===== src/rtl/intr_sched.sv =====
// Interrupt scheduler: fixed-priority arbitration of takeable interrupts, request/ack
// handshake to the trap unit, WFI wake-up. Optional WFI timeout via INTR_SCHED_WFI_TIMEOUT_EN.
module intr_sched #(
    parameter int XLEN           = 64,
    parameter int S_SUPPORTED    = 1,
    parameter int HOLDOFF_CYCLES = 2,
    parameter int TO_W           = 16
) (
    input  logic            clk,
    input  logic            reset,
    input  logic [11:0]     MIP_REGW,
    input  logic [11:0]     MIE_REGW,
    input  logic [11:0]     MIDELEG_REGW,
    input  logic [1:0]      PrivilegeModeW,
    input  logic            STATUS_MIE,
    input  logic            STATUS_SIE,
    input  logic            TrapBlockM,
    input  logic            IntAckM,
    input  logic            WFIM,
    input  logic [TO_W-1:0] WfiLimit,
    output logic            IntReqM,
    output logic [XLEN-1:0] IntCauseM,
    output logic            IntToSM,
    output logic            WFIWakeM,
    output logic            WFITimeoutM
);

    localparam int HW = (HOLDOFF_CYCLES > 1) ? $clog2(HOLDOFF_CYCLES) : 1;
    localparam logic [3:0] PRIO [6] = '{4'd11, 4'd3, 4'd7, 4'd9, 4'd1, 4'd5};
    localparam logic [11:0] STD_MASK = 12'hAAA;

    typedef enum logic [1:0] {
        S_IDLE,
        S_REQ,
        S_HOLD
    } state_t;

    state_t          r_state;
    state_t          w_state_next;
    logic [HW-1:0]   r_hold;
    logic [HW-1:0]   w_hold_next;
    logic [3:0]      r_code;
    logic [3:0]      w_code_next;
    logic            r_code_tos;
    logic            w_code_tos_next;
    logic            r_req;
    logic [XLEN-1:0] r_cause;
    logic            r_tos;
    logic            r_wake;

    logic [11:0]     w_pend;
    logic [11:0]     w_deleg;
    logic [15:0]     w_take;
    logic            w_deleg_ok;
    logic            w_mlevel_ok;
    logic            w_wake_now;
    logic [3:0]      w_sel_code;
    logic            w_sel_deleg;

    assign w_pend      = MIP_REGW & MIE_REGW;
    assign w_deleg     = (S_SUPPORTED != 0) ? MIDELEG_REGW : 12'h000;
    assign w_deleg_ok  = (PrivilegeModeW == 2'd0) | ((PrivilegeModeW == 2'd1) & STATUS_SIE);
    assign w_mlevel_ok = (PrivilegeModeW != 2'd3) | STATUS_MIE;
    assign w_wake_now  = WFIM & |(w_pend & STD_MASK);

    // Only the six standard interrupt bits (odd positions up to 11) can ever be taken.
    genvar gi;
    generate
        for (gi = 0; gi < 16; gi++) begin : g_take
            if ((gi % 2 == 1) && (gi <= 11)) begin : g_std
                assign w_take[gi] = w_pend[gi] & (w_deleg[gi] ? w_deleg_ok : w_mlevel_ok);
            end else begin : g_rsv
                assign w_take[gi] = 1'b0;
            end
        end
    endgenerate

    // Scan lowest priority first so the highest-priority takeable bit wins.
    always_comb begin
        w_sel_code  = 4'd0;
        w_sel_deleg = 1'b0;
        for (int k = 5; k >= 0; k--) begin
            if (w_take[PRIO[k]]) begin
                w_sel_code  = PRIO[k];
                w_sel_deleg = w_deleg[PRIO[k]];
            end
        end
    end

    always_comb begin
        w_state_next    = r_state;
        w_hold_next     = r_hold;
        w_code_next     = r_code;
        w_code_tos_next = r_code_tos;
        case (r_state)
            S_IDLE: begin
                if ((|w_take) && !TrapBlockM) begin
                    w_state_next    = S_REQ;
                    w_code_next     = w_sel_code;
                    w_code_tos_next = w_sel_deleg;
                end
            end
            S_REQ: begin
                if (IntAckM) begin
                    w_state_next = S_HOLD;
                    w_hold_next  = '0;
                end else if (!w_take[r_code]) begin
                    w_state_next = S_IDLE;
                end
            end
            S_HOLD: begin
                if (r_hold == HW'(HOLDOFF_CYCLES - 1)) begin
                    w_state_next = S_IDLE;
                end else begin
                    w_hold_next = r_hold + 1'b1;
                end
            end
            default: w_state_next = S_IDLE;
        endcase
    end

    always_ff @(posedge clk) begin
        if (!reset) begin
            r_state    <= S_IDLE;
            r_hold     <= '0;
            r_code     <= 4'd0;
            r_code_tos <= 1'b0;
            r_req      <= 1'b0;
            r_cause    <= '0;
            r_tos      <= 1'b0;
            r_wake     <= 1'b0;
        end else begin
            r_state    <= w_state_next;
            r_hold     <= w_hold_next;
            r_code     <= w_code_next;
            r_code_tos <= w_code_tos_next;
            r_req      <= (w_state_next == S_REQ);
            r_cause    <= (w_state_next == S_REQ) ? {1'b1, {(XLEN-5){1'b0}}, w_code_next} : '0;
            r_tos      <= (w_state_next == S_REQ) & w_code_tos_next;
            r_wake     <= w_wake_now;
        end
    end

    assign IntReqM   = r_req;
    assign IntCauseM = r_cause;
    assign IntToSM   = r_tos;
    assign WFIWakeM  = r_wake;

`ifdef INTR_SCHED_WFI_TIMEOUT_EN
    logic [TO_W-1:0] r_to_cnt;
    logic [TO_W-1:0] w_to_cnt_inc;
    logic            r_to;

    assign w_to_cnt_inc = r_to_cnt + 1'b1;

    always_ff @(posedge clk) begin
        if (!reset) begin
            r_to_cnt <= '0;
            r_to     <= 1'b0;
        end else if (!WFIM || w_wake_now) begin
            r_to_cnt <= '0;
            r_to     <= 1'b0;
        end else if ((WfiLimit != '0) && (w_to_cnt_inc == WfiLimit)) begin
            r_to_cnt <= '0;
            r_to     <= 1'b1;
        end else begin
            r_to_cnt <= w_to_cnt_inc;
            r_to     <= 1'b0;
        end
    end

    assign WFITimeoutM = r_to;

    logic w_unused_bits;
    assign w_unused_bits = ^{w_pend, w_deleg};
`else
    assign WFITimeoutM = 1'b0;

    logic w_unused_bits;
    assign w_unused_bits = ^{w_pend, w_deleg, WfiLimit};
`endif

endmodule


===== config.mk =====
export PLATFORM = sky130hd
export DESIGN_NAME = intr_sched
export DESIGN_NICKNAME = d
export VERILOG_FILES = /design/src/rtl/intr_sched.sv
export SDC_FILE = /design/constraint.sdc
export NUM_CORES = 1
export LEC_CHECK = 0
export BUFFER_PORTS_ARGS = -buffer_cell sky130_fd_sc_hd__clkbuf_2
export CAP_MARGIN = 5
export CORE_UTILIZATION = 38
export DETAILED_ROUTE_END_ITERATION = 16
export HOLD_SLACK_MARGIN = 0.03
export PLACE_DENSITY = 0.78
export SLEW_MARGIN = 20
export SYNTH_ARGS = -nofsm -noshare
export SYNTH_HDL_FRONTEND = slang
export SYNTH_SLANG_ARGS = --single-unit
export TNS_END_PERCENT = 5

===== constraint.sdc =====
create_clock -name clk -period 2.1 [get_ports clk]
set_clock_uncertainty 0.05 [all_clocks]
set_input_delay 0.105 -clock clk [delete_from_list [all_inputs] [get_ports clk]]
set_output_delay 0.105 -clock clk [all_outputs]
set_load 0.005 [all_outputs]

# ---- Word-level counts from Yosys, hierarchy flattened
# Cells that the tools add are included.
dict set report op_classes {
  addsub 1
  magnitude_cmp 1
  eq_ne 6
  muxes 33
  n_bitwise 12
  reduce_logical 9
}
# op count
set op_table {}
lappend op_table {{64-bit two-way mux} 1}
lappend op_table {{4-bit two-way mux} 6}
lappend op_table {{1-bit two-way mux} 17}
lappend op_table {{12-bit bitwise AND} 1}
lappend op_table {{6-bit OR reduction} 2}
lappend op_table {{1-bit bitwise AND} 9}
lappend op_table {{2-bit two-way mux} 4}
lappend op_table {{2-bit by 1-bit equality test with 1-bit output (second input constant)} 3}
lappend op_table {{3-bit two-way mux} 2}
lappend op_table {{2-bit case mux with 3 select lines} 1}
lappend op_table {{4-bit by 5-bit less-than comparator with 1-bit output (second input constant)} 1}
lappend op_table {{1-bit binary-select mux with 4-bit select} 1}
lappend op_table {{2-bit zero test} 2}
lappend op_table {{2-bit inequality test (second input constant)} 2}
lappend op_table {{2-bit AND reduction} 2}
lappend op_table {{2-bit equality test (second input constant)} 1}
lappend op_table {{1-bit OR} 2}
lappend op_table {{1-bit case mux with 2 select lines} 1}
lappend op_table {{2-bit nonzero test} 1}
lappend op_table {{1-bit adder (second input constant)} 1}
lappend op_table {{1-bit logical AND} 1}
lappend op_table {{1-bit zero test} 1}
dict set report totals {
  reg_bits 75
  inputBits 61
  out_inout_bits 68
  wordCells 71
}

# ---- Longest topological paths before layout
# Gate-level depths: netlist of run 1.
dict set report logic_depth {
  word_depth 14
  mapped_depth 8
  depth_no_buf 6
}

# ---- Least setup slack after synthesis of run 1
# No wires, ideal clock.
dict set report synth_path {
  path_type {input to register}
  startpoint {in PrivilegeModeW[1]}
  endpoint {reg r_cause[3] (netlist: IntCauseM[3])}
  setup_ps 126
  t_arrival_ps 1587
  required_ps 1924
  path_slack_ps 337
  cell_stages 8
  n_path_buf 2
  cell_sequence {buf_6 -> and3b_1 -> buf_6 -> or3_4 -> o31a_4 -> a31o_2 -> a211oi_2 -> nor3_1}
}
dict set report synth_between {
  elab_chain_cells 12
  word_cells_on_any_way 34
  classes_between {eq/ne: 3; mux: 18; bitwise: 9; reduce/logical: 4}
}
# item line_no
set synth_rtl {}
lappend synth_rtl {{from (decl)} 14} ;# input logic [1:0] PrivilegeModeW,
lappend synth_rtl {{2-bit by 1-bit equality test with 1-bit output} 62} ;# assign w_deleg_ok = (PrivilegeModeW == 2'd0) | ((PrivilegeModeW == 2'd1) & STATUS_SIE);
lappend synth_rtl {{1-bit bitwise AND} 62}
lappend synth_rtl {{1-bit OR} 62}
lappend synth_rtl {{1-bit two-way mux} 71} ;# assign w_take[gi] = w_pend[gi] & (w_deleg[gi] ? w_deleg_ok : w_mlevel_ok);
lappend synth_rtl {{1-bit bitwise AND} 71}
lappend synth_rtl {{1-bit binary-select mux with 4-bit select} 107} ;# end else if (!w_take[r_code]) begin
lappend synth_rtl {{1-bit two-way mux (not written as such)} 107}
lappend synth_rtl {{2-bit two-way mux} 107}
lappend synth_rtl {{2-bit two-way mux} 104} ;# if (IntAckM) begin
lappend synth_rtl {{2-bit case mux with 3 select lines} 95} ;# case (r_state)
lappend synth_rtl {{2-bit by 1-bit equality test with 1-bit output} 138} ;# r_cause <= (w_state_next == S_REQ) ? {1'b1, {(XLEN-5){1'b0}}, w_code_next} : '0;
lappend synth_rtl {{2-bit AND reduction (no line)} -}
lappend synth_rtl {{to (signal assigned)} 138}
lappend synth_rtl {{to (decl)} 47} ;# logic [XLEN-1:0] r_cause;
# Several ways; a longest one is shown, not always the timed one. The select of a mux whose other input is x is not followed.
# A chain may end at the register's enable or synchronous reset.

# ---- Worst setup path after layout of run 1
dict set report layout_path {
  startpoint {reg r_state[1]}
  endpoint {reg r_tos (netlist: IntToSM)}
}
dict set report layout_between {
  elab_chain_cells 5
  word_cells_on_any_way 11
  classes_between {eq/ne: 3; mux: 6; bitwise: 1; reduce/logical: 1}
}
# item line_no
set layout_rtl {}
lappend layout_rtl {{from (decl)} 38} ;# state_t r_state;
lappend layout_rtl {{from (signal assigned)} 133} ;# r_state <= w_state_next;
lappend layout_rtl {{2-bit two-way mux} 107}
lappend layout_rtl {{2-bit two-way mux} 104}
lappend layout_rtl {{2-bit case mux with 3 select lines} 95}
lappend layout_rtl {{2-bit by 1-bit equality test with 1-bit output} 139} ;# r_tos <= (w_state_next == S_REQ) & w_code_tos_next;
lappend layout_rtl {{1-bit bitwise AND (*)} 139}
lappend layout_rtl {{to (signal assigned)} 139}
lappend layout_rtl {{to (decl)} 48} ;# logic r_tos;
# Mark *: on every way between the ends. The rest lies on a longest branch, timed or not.

==> impl_metrics.env, run 1 <==
export IMPL_grt_overflow=0
export IMPL_yosys_register_bits=15
export IMPL_path_clk_slew_ns=0.06
export IMPL_grt_pass1_vias=970
export IMPL_seqPwrFrac_pct=42.3
export IMPL_synth_edf_count=0
export IMPL_cts_tree="built"
export IMPL_hold_slack_ns=0.101
export IMPL_via_per_inst=4.28
export IMPL_cts_sinks=15
export IMPL_p_clk_share_pct=30.0
export IMPL_clock_latency_ns=0.24
export IMPL_worst_slew_pin_slew_ns=0.553
export IMPL_required_ns=2.21
export IMPL_final_hold_violation_count=0
export IMPL_ir_worst_vdd_mv=0.258
export IMPL_cts_resized_gates=0
export IMPL_synth_distinct_cells=43
export IMPL_finalWeightedCongestion=0.836
export IMPL_met2_usage_pct=23.0
export IMPL_wire_per_inst_um=9.24
export IMPL_cp_max_fo=4
export IMPL_status="complete, no violations"
export IMPL_met1_usage_pct=13.6
export IMPL_routed_wl_um=2440
export IMPL_crit_arrival_ns=1.95
export IMPL_grt_met3_usage_pct=4.17
export IMPL_rsz0062_at_grt="no"
export IMPL_first_iter_violations=33
export IMPL_synth_warnings=0
export IMPL_drc_errors=0
export IMPL_rows=21
export IMPL_cts_made_buffers=3
export IMPL_synth_top_flop_cell="dfxtp_1"
export IMPL_io_buffers=34
export IMPL_multi_input_area_um2=827
export IMPL_synth_most_common_cell="buf_4"
export IMPL_die_w_um=63.2
export IMPL_drive_gt1_share_pct=25.2
export IMPL_postCtsSetupBuffers=0
export IMPL_hold_path_class="primary input to flop"
export IMPL_synth_largest_area_cell="buf_4"
export IMPL_critPathKind="flop to flop"
export IMPL_syn_avg_cell_area_um2=8.08
export IMPL_synth_seq_area_share_pct=21.1
export IMPL_drv_slew=0
export IMPL_dpl_hpwl_um=2070
export IMPL_core_um2=3470
export IMPL_period_share_pct=87.2
export IMPL_area_delta_synth_final_pct=5.28
export IMPL_p_leak_nw=0.729
export IMPL_drtPass1Iterations=4
export IMPL_clock_root_buffer="clkbuf_8"
export IMPL_setup_violations_final=0
export IMPL_io_pins=129
export IMPL_synthTopCellsByCount="buf_4, dfxtp_1, nand2_1"
export IMPL_diodes=0
export IMPL_busiest_layer="met2"
export IMPL_initial_core_util_pct=41.0
export IMPL_p_sw_share_pct=29.7
export IMPL_n_fill_cell=380
export IMPL_netSwitchingPower_w=0.000222
export IMPL_die_y_um=63.2
export IMPL_synth_top_area_share_pct=32.2
export IMPL_dieArea_um2=3990
export IMPL_antenna_found_initial=0
export IMPL_slew_limit_headroom_pct=62.9
export IMPL_nets=280
export IMPL_syn_area_um2=1420
export IMPL_ant_nets=0
export IMPL_startpoint_type="flop"
export IMPL_fmax_mhz=546
export IMPL_powerDensity_nw_per_um2=498
export IMPL_combPwrFrac_pct=27.7
export IMPL_finalCriticalPeriod_ns=1.83
export IMPL_async_reset_ff_share_pct=0
export IMPL_vias=1130
export IMPL_fin_tns_setup_ns=0
export IMPL_track_usage_pct=12.3
export IMPL_maxCapViolCount=0
export IMPL_clock_path_buffers=2
export IMPL_h_tree_depth=1
export IMPL_syn_inst=176
export IMPL_endpoint_kind="flop"
export IMPL_ff_latch_area_um2=300
export IMPL_intPower_w=0.000524
export IMPL_ys_top_cells_by_area="buf_4, dfxtp_1, a21oi_1"
export IMPL_grt_first_pass_wirelength_um=3970
export IMPL_grt_max_degree=11
[worst max-delay path, cell delays in order (launching register included)]
cell and delay [ns]:
dfxtp_1 0.32, nand2b_1 0.20, nor3_1 0.23, nand2_1 0.09, nor3_1 0.49, o311ai_1 0.18, a21oi_1 0.20
[sequential cells by signal, summed over array words and instances, names as in the netlist]
register,count
IntToSM,1
IntCauseM,5
WFIWakeM,1
r_code_tos,1
r_code,4
r_hold,1
r_state,2
[final timing paths]
check        depth (start not counted)  slack, ns         end   startpoint
max                                  6       0.27     IntToSM   r_state[1]
min                                  3       0.10    WFIWakeM  MIE_REGW[1]
max reg2reg                          6       0.27     IntToSM   r_state[1]
min reg2reg                          2       0.42  r_code_tos   r_code_tos
[power groups by stage]
| stage | combinational [W] | clock [W] | sequential, W |
|---|---|---|---|
| floorplan | 0.000217 | 0 | 0.000320 |
| global placement | 0.000201 | 0 | 0.000321 |
| detailed placement | 0.000204 | 0 | 0.000321 |
| CTS | 0.000206 | 0.000233 | 0.000315 |
| global route | 0.000232 | 0.000252 | 0.000317 |
| finish | 0.000207 | 0.000224 | 0.000315 |
[cells in the final DEF, fill, tap and decap left out, types with 4 or more instances in the layout]
master,Yosys,routed
conb_1,1,60
clkbuf_2,0,34
dfxtp_1,15,15
nand2_1,12,12
a21oi_1,10,10
nor2_1,9,9
buf_4,61,9
nor3_1,7,7
nand3_1,5,5
inv_1,5,5
nor2b_1,4,4
o21ai_0,4,4
[metal layers]
metal	vias to the layer above	routed length, um
li1	577	-
met1	496	1010
met2	57	1230
met3	0	199
met4	0	0
met5	-	0
[what timing repair did]
item                                    CTS  global route
endpoints found under the setup margin    0             0
hold endpoints to repair                  1             0
hold buffers                              1             0
[stage by stage]
step	worst slack, ns	total power [W]	utilization, %	cell area [um^2]	cells
final	0.268	0.000746	43.1	1500	264
after global routing	0.101	0.000801	43.1	1500	264
after CTS	0.351	0.000754	43.1	1500	264
after detailed placement	0.0992	0.000525	41.6	1440	259
after global placement	0.0810	0.000522	41.6	1440	259
after floorplan	0.337	0.000537	-	1640	235
[final cells by class]
class                      instances  share of cell area (%)
inverter                           5                    1.25
sequential                        15                    20.1
clock buffer                       4                    3.01
multi-input combinational        150                    55.3
timing repair buffer              44                    16.6
tap                               46                    3.85
[kinds of logic after synthesis]
logic type,Yosys count,share of synthesized area (%)
AO/OA/AOI/OAI,41,24.2
AND/OR/NAND/NOR,49,18.1
flip-flops,15,21.1
buffers and inverters,70,36.3
other,1,0.264
No activity file was read; power rests on OpenSTA's default activity.
==> inputs of run 2 (changes only) <==
- CORE_UTILIZATION: 38 -> 39
- CTS_BUF_LIST: default -> sky130_fd_sc_hd__clkbuf_8
- PLACE_DENSITY: 0.78 -> 0.8
==> impl_metrics.env, run 2 (synthesized netlist as in run 1, its figures left out) <==
export IMPL_drtPass1Iterations=4
export IMPL_track_usage_pct=12.1
export IMPL_antenna_found_initial=0
export IMPL_clock_latency_ns=0.25
export IMPL_crit_chain="clkbuf_2, nor2b_1, buf_4, o32ai_1, nor2_1, a31o_2, a211oi_2, nor3_1"
export IMPL_clock_path_buffers=2
export IMPL_finalWeightedCongestion=0.849
export IMPL_status="complete, no violations"
export IMPL_grt_overflow=0
export IMPL_netSwitchingPower_w=0.000231
export IMPL_required_ns=2.17
export IMPL_first_iter_violations=32
export IMPL_routed_wl_um=2410
export IMPL_vias=1142
export IMPL_startpoint_type="primary input"
export IMPL_postCtsSetupBuffers=0
export IMPL_slew_limit_headroom_pct=66.0
export IMPL_seqPwrFrac_pct=41.9
export IMPL_drc_errors=0
export IMPL_die_w_um=62.4
export IMPL_path_clk_slew_ns=0.06
export IMPL_final_hold_violation_count=0
export IMPL_max_stage_delay_ns=0.39
export IMPL_grt_max_degree=11
export IMPL_core_um2=3420
export IMPL_grt_pass1_vias=921
export IMPL_cp_slowest_cell="o32ai_1"
export IMPL_cp_max_fo=6
export IMPL_via_per_inst=4.31
export IMPL_drv_slew=0
export IMPL_fmax_mhz=584
export IMPL_cts_resized_gates=0
export IMPL_drive_gt1_share_pct=25.6
export IMPL_area_delta_synth_final_pct=5.81
export IMPL_powerDensity_nw_per_um2=500
export IMPL_finalInstanceArea_um2=1500
export IMPL_cts_tree="built"
export IMPL_clock_root_buffer="clkbuf_8"
export IMPL_crit_arrival_ns=1.79
export IMPL_nets=281
export IMPL_initial_core_util_pct=41.6
export IMPL_critPathKind="primary input to flop"
export IMPL_cts_made_buffers=3
export IMPL_rsz0062_at_grt="no"
export IMPL_p_clk_share_pct=30.1
export IMPL_reg2regPathDepth=3
export IMPL_io_pins=129
export IMPL_wire_per_inst_um=9.08
export IMPL_endpoint_kind="flop"
export IMPL_ant_nets=0
export IMPL_intPower_w=0.000522
export IMPL_setup_violations_final=0
export IMPL_dieArea_um2=3890
export IMPL_die_y_um=62.4
export IMPL_io_buffers=34
export IMPL_final_common_cell="conb_1"
export IMPL_dpl_cell_area_um2=1450
export IMPL_p_sw_share_pct=30.6
export IMPL_ir_worst_vdd_mv=0.270
export IMPL_hold_depth=3
export IMPL_most_common_layout_cells="conb_1, clkbuf_2, dfxtp_1"
export IMPL_p_leak_nw=0.738
export IMPL_worst_slew_pin_slew_ns=0.508
export IMPL_rows=21
export IMPL_h_tree_depth=1
export IMPL_maxCapViolCount=0
export IMPL_cts_sinks=15
export IMPL_period_share_pct=81.5
export IMPL_largest_register_ff_count=5
export IMPL_dp_cells=260
export IMPL_finalCriticalPeriod_ns=1.71
export IMPL_hold_path_class="primary input to flop"
export IMPL_dpl_hpwl_um=2060
export IMPL_grt_first_pass_wirelength_um=3710
export IMPL_combPwrFrac_pct=28.0
export IMPL_diodes=0
export IMPL_fin_tns_setup_ns=0
export IMPL_final_cells=265
## run 2: path summary, 6_finish.rpt
kind	from	to	slack, ns
hold reg to reg	r_code_tos	r_code_tos	0.41
hold / removal	MIE_REGW[1]	WFIWakeM	0.08
setup / recovery	PrivilegeModeW[0]	IntCauseM[3]	0.39
setup reg to reg	r_state[1]	IntCauseM[2]	0.43
## run 2: per-stage QoR
| step | power (W) | utilization [%] | setup slack, ns | hold slack [ns] |
|---|---|---|---|---|
| 2_1_floorplan | 0.000537 | - | 0.337 | 0.171 |
| 3_3_place_gp | 0.000524 | 42.4 | 0.142 | 0.269 |
| 3_5_place_dp | 0.000529 | 42.4 | 0.130 | 0.268 |
| 4_1_cts | 0.000759 | 44.0 | 0.377 | 0.0816 |
| 5_1_grt | 0.000801 | 44.0 | 0.205 | 0.0991 |
| 6_report | 0.000752 | 44.0 | 0.389 | 0.0850 |
## run 2: what timing repair did
item / 4_1_cts / 5_1_grt
endpoints found under the hold margin: 1 / 0
endpoints found under the setup margin: 0 / 0
hold buffers: 1 / 0
## run 2: power groups by stage
stage	Clock, W	Sequential, W	Combinational [W]
floorplan	0	0.000320	0.000217
global placement	0	0.000321	0.000203
detailed placement	0	0.000322	0.000207
CTS	0.000234	0.000315	0.000210
global route	0.000248	0.000318	0.000235
finish	0.000226	0.000315	0.000210
## run 2: final cells by class
type                            count  area (um^2)
Fill cell                         353         1910
Multi-Input combinational cell    150          827
Sequential cell                    15          300
Timing Repair Buffer               45          255
Tap cell                           46         57.6
Clock buffer                        3         41.3
Inverter                            5         18.8
Clock inverter                      1         3.75
## run 2: per-layer routing
layer	part of all wire [%]	wire (um)	GRT usage, %
met5	0	0	0
met4	0.58	14	3.49
met3	6.9	166	4.20
met2	51	1220	21.6
met1	42	1000	13.6
## run 2: critical path, delay by kind of cell
family | cells | cell delay (ns)
buffers and inverters | 2 | 0.27
AO/OA/AOI/OAI | 3 | 0.96
AND/OR/NAND/NOR | 3 | 0.45
==> inputs of run 3 (changes only) <==
- clock period: 2.1 -> 1.8 ns (I/O delays scaled with it)
==> impl_metrics.env, run 3 (synthesized netlist as in run 1, its figures left out) <==
export IMPL_status="complete, no violations"
export IMPL_core_um2=3420
export IMPL_cts_made_buffers=3
export IMPL_area_delta_synth_final_pct=7.66
export IMPL_wl_met3_um=181
export IMPL_dpl_cell_area_um2=1470
export IMPL_vias=1180
export IMPL_nets=284
export IMPL_pre_cts_ws_ns=-0.174
export IMPL_cts_tree="built"
export IMPL_cp_max_fo=6
export IMPL_powerDensity_nw_per_um2=581
export IMPL_cts_sinks=15
export IMPL_rsz0062_at_grt="no"
export IMPL_final_cells=268
export IMPL_hold_path_class="primary input to flop"
export IMPL_grt_pass1_vias=1042
export IMPL_drv_slew=0
export IMPL_via_per_inst=4.40
export IMPL_largest_register_ff_count=5
export IMPL_n_fill_cell=365
export IMPL_path_clk_slew_ns=0.06
export IMPL_ff_latch_area_um2=300
export IMPL_dp_cells=263
export IMPL_die_y_um=62.4
export IMPL_critPathKind="flop to flop"
export IMPL_h_tree_depth=1
export IMPL_endpoint_kind="flop"
export IMPL_rows=21
export IMPL_io_pins=129
export IMPL_first_iter_violations=33
export IMPL_clock_latency_ns=0.24
export IMPL_final_hold_violation_count=0
export IMPL_initial_core_util_pct=41.6
export IMPL_wire_per_inst_um=10.0
export IMPL_clock_path_buffers=2
export IMPL_grt_max_degree=10
export IMPL_routed_wl_um=2680
export IMPL_startpoint_type="flop"
export IMPL_finalCriticalPeriod_ns=1.68
export IMPL_grt_first_pass_wirelength_um=4400
export IMPL_grt_overflow=0
export IMPL_ir_worst_vdd_mv=0.499
export IMPL_antenna_found_initial=0
export IMPL_crit_arrival_ns=1.81
export IMPL_setup_ws_ns=0.120
export IMPL_fmax_mhz=595
export IMPL_die_w_um=62.4
export IMPL_drc_errors=0
export IMPL_dr_wl_met2_um=1390
export IMPL_finalInstanceArea_um2=1530
export IMPL_dpl_hpwl_um=2260
export IMPL_required_ns=1.92
export IMPL_postCtsSetupBuffers=0
export IMPL_clock_root_buffer="clkbuf_8"
export IMPL_fin_util_pct=44.8
export IMPL_final_common_cell="conb_1"
export IMPL_io_buffers=34
export IMPL_setup_violations_final=0
export IMPL_drtPass1Iterations=4
export IMPL_maxCapViolCount=0
export IMPL_wl_met1_um=1110
export IMPL_diodes=0
export IMPL_drive_gt1_share_pct=27.5
export IMPL_ant_nets=0
export IMPL_fin_tns_setup_ns=0
export IMPL_dieArea_um2=3890
export IMPL_top_layer_used="met3"
export IMPL_track_usage_pct=14.0
export IMPL_multi_input_area_um2=830
export IMPL_p_leak_nw=0.753
export IMPL_finalWeightedCongestion=0.864
export IMPL_most_common_layout_cells="conb_1, clkbuf_2, dfxtp_1"
export IMPL_period_share_pct=93.3
## run 3: cell type report
type,instances,area share (%)
Inverter,5,1.23
Multi-Input combinational cell,150,54.2
Tap cell,46,3.76
Sequential cell,15,19.6
Clock inverter,1,0.327
Timing Repair Buffer,48,18.2
Clock buffer,3,2.70
## run 3: worst paths after layout
| kind | startpoint | slack (ns) | endpoint | depth (start not counted) |
|---|---|---|---|---|
| worst max-delay path | r_state[1] | 0.12 | IntCauseM[2] | 3 |
| worst min-delay path | MIE_REGW[1] | 0.07 | WFIWakeM | 3 |
| worst max register to register | r_state[1] | 0.12 | IntCauseM[2] | 3 |
| worst min register to register | r_code_tos | 0.42 | r_code_tos | 2 |
## run 3: critical path, stage by stage, from the launching register on
cell and delay, ns:
dfxtp_1 0.32, or3_1 0.49, or4_1 0.60, a21oi_1 0.15
## run 3: report_power, final
part           leakage [nW]  internal [W]  switching [W]
Sequential            0.122      0.000353      0.0000152
Clock                0.0255      0.000153       0.000116
Combinational         0.605      0.000107       0.000144
Total                 0.753      0.000613       0.000275
## run 3: metrics by stage
step	hold slack, ns	power (W)
after CTS	0.0737	0.000894
after global placement	0.254	0.000614
after detailed placement	0.252	0.000622
after floorplan	0.156	0.000627
after global routing	0.0923	0.000942
final	0.0731	0.000889
## run 3: what timing repair did
item | in CTS | in global routing
endpoints found under the hold margin | 1 | 0
setup endpoints to repair | 0 | 12
hold buffers | 1 | 0
gates resized for setup | 0 | 1
## run 3: metal layers
metal  track usage, %  vias to the layer above
li1                 -                      583
met1             15.9                      543
met2             26.1                       54
met3             4.20                        0
met4             1.74                        0
met5                0                        -
